$ cat config.mk
export PLATFORM = sky130hd
export DESIGN_NAME = binary_to_bcd
export DESIGN_NICKNAME = d
export VERILOG_FILES = /design/src/rtl/binary_to_bcd.sv
export SDC_FILE = /design/constraint.sdc
export NUM_CORES = 1
export LEC_CHECK = 0
export CELL_PAD_IN_SITES_DETAIL_PLACEMENT = 1
export CELL_PAD_IN_SITES_GLOBAL_PLACEMENT = 2
export CORE_MARGIN = 5
export CORE_UTILIZATION = 35
export DETAILED_ROUTE_END_ITERATION = 10
export HOLD_SLACK_MARGIN = 0.15
export PLACE_DENSITY_LB_ADDON = 0.05
export SYNTH_ARGS = -nofsm -noshare
export SYNTH_HDL_FRONTEND = slang
export SYNTH_SLANG_ARGS = --single-unit
$ cat constraint.sdc
create_clock -name clk -period 1.7 [get_ports clk]
set_input_delay 0.34 -clock clk [delete_from_list [all_inputs] [get_ports clk]]
set_output_delay 0.34 -clock clk [all_outputs]
set_load 0.05 [all_outputs]
$ cat src/rtl/binary_to_bcd.sv
// Sequential binary-to-BCD converter (shift-and-add-3 / double dabble).
// One dabble iteration is performed per clock. The packed BCD result is held
// in an output register and only changes when a conversion completes or on
// reset. DIGITS must be large enough that 10^DIGITS > 2^BIN_W - 1, otherwise
// the top digit cannot hold the most significant decimal place.
module binary_to_bcd #(
    parameter int BIN_W  = 8,
    parameter int DIGITS = 3
) (
    input  logic                  clk,
    input  logic                  rst_n,
    input  logic                  start,
    input  logic [BIN_W-1:0]      bin,
    output logic                  busy,
    output logic                  done,
    output logic [4*DIGITS-1:0]   bcd
);

    // Working register layout: {BCD digits, remaining binary bits}.
    localparam int BCD_W  = 4 * DIGITS;
    localparam int WORK_W = BCD_W + BIN_W;
    localparam int CNT_W  = $clog2(BIN_W + 1);
    localparam logic [CNT_W-1:0] LAST_ITER = CNT_W'(BIN_W - 1);

    typedef enum logic [1:0] {
        IDLE  = 2'd0,
        SHIFT = 2'd1,
        DONE  = 2'd2
    } state_t;

    state_t              state_q, state_d;
    logic [WORK_W-1:0]   work_q, work_d;
    logic [CNT_W-1:0]    cnt_q, cnt_d;
    logic [BCD_W-1:0]    bcd_q, bcd_d;
    logic                busy_q, busy_d;
    logic                done_q, done_d;

    logic [WORK_W-1:0]   adjusted;
    logic [WORK_W-1:0]   stepped;

    // One dabble iteration: add 3 to every digit >= 5, then shift left by one.
    always_comb begin
        adjusted = work_q;
        for (int i = 0; i < DIGITS; i++) begin
            if (work_q[BIN_W + 4*i +: 4] >= 4'd5) begin
                adjusted[BIN_W + 4*i +: 4] = work_q[BIN_W + 4*i +: 4] + 4'd3;
            end
        end
        stepped = {adjusted[WORK_W-2:0], 1'b0};
    end

    // Next-state logic for the converter FSM and its registered outputs.
    always_comb begin
        state_d = state_q;
        work_d  = work_q;
        cnt_d   = cnt_q;
        bcd_d   = bcd_q;
        busy_d  = busy_q;
        done_d  = 1'b0;
        case (state_q)
            IDLE: begin
                if (start) begin
                    work_d  = {{BCD_W{1'b0}}, bin};
                    cnt_d   = '0;
                    busy_d  = 1'b1;
                    state_d = SHIFT;
                end
            end
            SHIFT: begin
                work_d = stepped;
                cnt_d  = cnt_q + CNT_W'(1);
                if (cnt_q == LAST_ITER) begin
                    state_d = DONE;
                end
            end
            DONE: begin
                bcd_d   = work_q[WORK_W-1 -: BCD_W];
                done_d  = 1'b1;
                busy_d  = 1'b0;
                state_d = IDLE;
            end
            default: begin
                busy_d  = 1'b0;
                state_d = IDLE;
            end
        endcase
    end

    // State and output registers; reset aborts any conversion in flight.
    always_ff @(posedge clk or negedge rst_n) begin
        if (!rst_n) begin
            state_q <= IDLE;
            work_q  <= '0;
            cnt_q   <= '0;
            bcd_q   <= '0;
            busy_q  <= 1'b0;
            done_q  <= 1'b0;
        end else begin
            state_q <= state_d;
            work_q  <= work_d;
            cnt_q   <= cnt_d;
            bcd_q   <= bcd_d;
            busy_q  <= busy_d;
            done_q  <= done_d;
        end
    end

    assign busy = busy_q;
    assign done = done_q;
    assign bcd  = bcd_q;

endmodule

==> run_results.csv <==
group,metric,value,unit
synth,synthAdderAreaFrac,4.49,%
floorplan,die-area,0.00716,mm^2
synth,synth.distinct_cells,33,
synth,synth_async_sr_flop_share,100,%
floorplan,core,0.00547,mm^2
synth,ys_seq_elements,40,
cts,h-tree-depth,2,
grt,grt_pass1_wl,7470,um
worst_setup_path,crit_type,"flip-flop to flip-flop",
grt,grt_max_degree,26,
routing,drc,0,
timing,fmax,669,MHz
routing,dr.pass1.iters,3,
pwr,p_int,0.00243,W
place,gp_congestion,0.760,
synth,yosysWarnings,0,
worst_setup_path,critPathMaxFanout,12,
cts,cts_buffer_depth,2,
synth,syn_inst,188,
timing,timing.setup.tns,0,ps
synth,synth-compound-area-share,22.3,%
timing,whs,480,ps
timing,drv_slew,0,
routing,wire_per_inst,14.5,um
timing,rsz0062_at_grt,"false",
synth,synth_top_family_by_area,"compound AO/OA/AOI/OAI gates",
cts,cts_tree,"yes",
routing,drtAntennaViolNets,0,
synth,synth-seq-area-share,51.3,%
grt,antenna_found_initial,0,
pwr,leakage,1.09,nW
pwr,pwr-share-comb,47.1,%
cts,root_buffer,"clkbuf_8",
synth,synth_nets,206,
run,cap_violations,0,
timing,finalSetupViolations,0,
routing,routed_wl,4190,um
finish,drive_gt1_share,17.0,%
routing,drtIter0Drc,54,
synth,netlist_area,0.00195,mm^2
synth,synth_xor_area_share,0.899,%
worst_setup_path,critPathTopFamily,"flip-flops",
finish,fillers,641,
worst_setup_path,crit_path_cell_trace,"nand2b_1, o311ai_1",
floorplan,die_w,84.6,um
grt,grt_remaining_overflow,0,
cts,post_cts_buffers,0,
cts,holdBufCountCts,1,
synth,synth-simple-area-share,13.0,%
worst_setup_path,critPathSlowestCell,"dfrtp_1",
routing,vias_per_cell,5.06,
cts,ctsResizeCount,0,
finish,n_antenna_cell,0,
floorplan,die_height,84.6,um
timing,fin_crit_sh,88.0,%
floorplan,placementRows,27,
finish,syn2layout_area_growth,19.2,%
synth,synthMuxAreaShare,0.578,%
finish,final_common_cell,"dfrtp_1",
finish,fin_util,42.5,%
outcome,run_status,"finished clean",
cts,clock_latency,290,ps
timing,maxSlewHeadroom,63.3,%
place,dpl_cell_area,0.00222,mm^2
routing,num_vias,1466,
place,port_buffers,24,
timing,hold_violations,0,
worst_setup_path,cp.arrival,1680,ps
floorplan,io_pins,25,
pwr,swShare,42.9,%
synth,synth_ff_type,"dfrtp_1",
finish,nNetsFinal,235,
timing,skew,10.8,ps
cts,numCtsBuffers,5,
pwr,powerDensity,1830,mW/mm^2
pwr,vdd_drop_max,0.705,mV
grt,grt_pass1_vias,1588,
timing,fin_crit,1500,ps
pwr,pwr-share-clk,15.4,%
pwr,p_seq_share,37.4,%
worst_setup_path,critPathBufInv,0,
worst_hold_path,hp-class,"flip-flop to flip-flop",
cts,cts.sinks,40,
worst_setup_path,required,1880,ps
timing,worst_pin_slew,550,ps
pwr,p_total,0.00426,W
pwr,p_sw,0.00183,W
worst_setup_path,end_kind,"flip-flop",
synth,synth_enable_flop_cells,0,
finish,design_area,0.00232,mm^2
synth,syn_avg_cell_area,10.4,um^2
cts,clk_pin_slew_worst_paths,80,ps
floorplan,start_util,35.6,%
finish,final_cell_mix,"dfrtp_1 (40), nand2_1 (31), o21ai_0 (23), buf_4 (21), inv_1 (14)",
worst_setup_path,start_kind,"flip-flop",
place,dp_hpwl,3170,um
worst_setup_path,slowest_delay,570,ps
grt,grt_usage,12.9,%
synthesized netlist by cell type, types with 2 or more instances:
cell        n  area, um^2
a32o_1      3        30.0
o21a_1      3        22.5
o32ai_1     2        17.5
ha_1        7        87.6
buf_4       2        15.0
o31ai_2     3        37.5
a22o_1      2        17.5
o311ai_1    3        26.3
o2111ai_1   6        52.6
nor2b_1     4        25.0
nand2_1    31         116
o21ai_0    23         115
o221ai_1    3        26.3
inv_1      14        52.6
nor2_1      4        15.0
dfrtp_1    40        1000
and3b_1     6        52.6
xnor2_1     2        17.5
nand2b_1    2        12.5
o21ai_1     3        15.0
buf_2       3        15.0
a21oi_1     7        35.0
buf_6       5        56.3
power by group through the flow:
stage | registers (W) | logic [W] | clock network [W]
global route | 0.00166 | 0.00226 | 0.000726
detailed placement | 0.00162 | 0.00204 | 0
finish | 0.00160 | 0.00201 | 0.000657
floorplan | 0.00185 | 0.00128 | 0
global placement | 0.00160 | 0.00197 | 0
CTS | 0.00160 | 0.00204 | 0.000681
sequential cells by signal, summed over array words and instances, names as in the netlist:
register / count
work_q: 20
bcd: 12
cnt_q: 4
state_q: 2
busy: 1
done: 1
metrics by stage:
step	setup WS (ps)	cells
after floorplan	410	188
after global placement	164	281
after detailed placement	129	281
after CTS	165	290
after global routing	59.5	290
final	205	290
layer usage:
layer,vias up,wire length [um],global-route usage [%],share of wire (%)
li1,717,-,-,-
met1,717,1940,16.0,46
met2,26,2000,21.4,48
met3,6,195,3.53,4.7
met4,0,57,4.60,1.4
met5,-,0,0,0
cell type report:
| class | instances | area [um^2] | share of cell area [%] |
|---|---|---|---|
| Multi-Input combinational cell | 123 | 805 | 34.6 |
| Clock inverter | 2 | 10.0 | 0.431 |
| Clock buffer | 6 | 82.6 | 3.55 |
| Tap cell | 72 | 90.1 | 3.88 |
| Sequential cell | 40 | 1000 | 43.1 |
| Timing Repair Buffer | 33 | 283 | 12.2 |
| Inverter | 14 | 52.6 | 2.26 |
final timing paths:
kind,startpoint,end,slack (ps),depth (start not counted)
worst max register to register,state_q[0],work_q[14],200,2
max in group asynchronous,rst_n,bcd[3],650,3
worst min-delay path,bcd[0],bcd[0],480,2
worst max-delay path,state_q[0],work_q[14],200,2
min in group asynchronous,rst_n,bcd[10],550,2
worst min register to register,bcd[0],bcd[0],480,2
cells by family (layout without fill, tap and decap cells):
| family | count (synthesis) | in the layout |
|---|---|---|
| compound gates | 62 | 62 |
| xor+xnor | 2 | 2 |
| fa+ha+maj | 7 | 7 |
| buf+inv | 25 | 55 |
| flops | 40 | 40 |
| mux | 1 | 1 |
| simple gates | 51 | 51 |
tightest hold or removal path: cells and delay by family, from the launching register on:
family | cells | cell delay [ps]
flip-flops | 1 | 340
AND/OR/NAND/NOR | 1 | 50
AO/OA/AOI/OAI | 1 | 60
No activity file was read; power rests on OpenSTA's default activity.
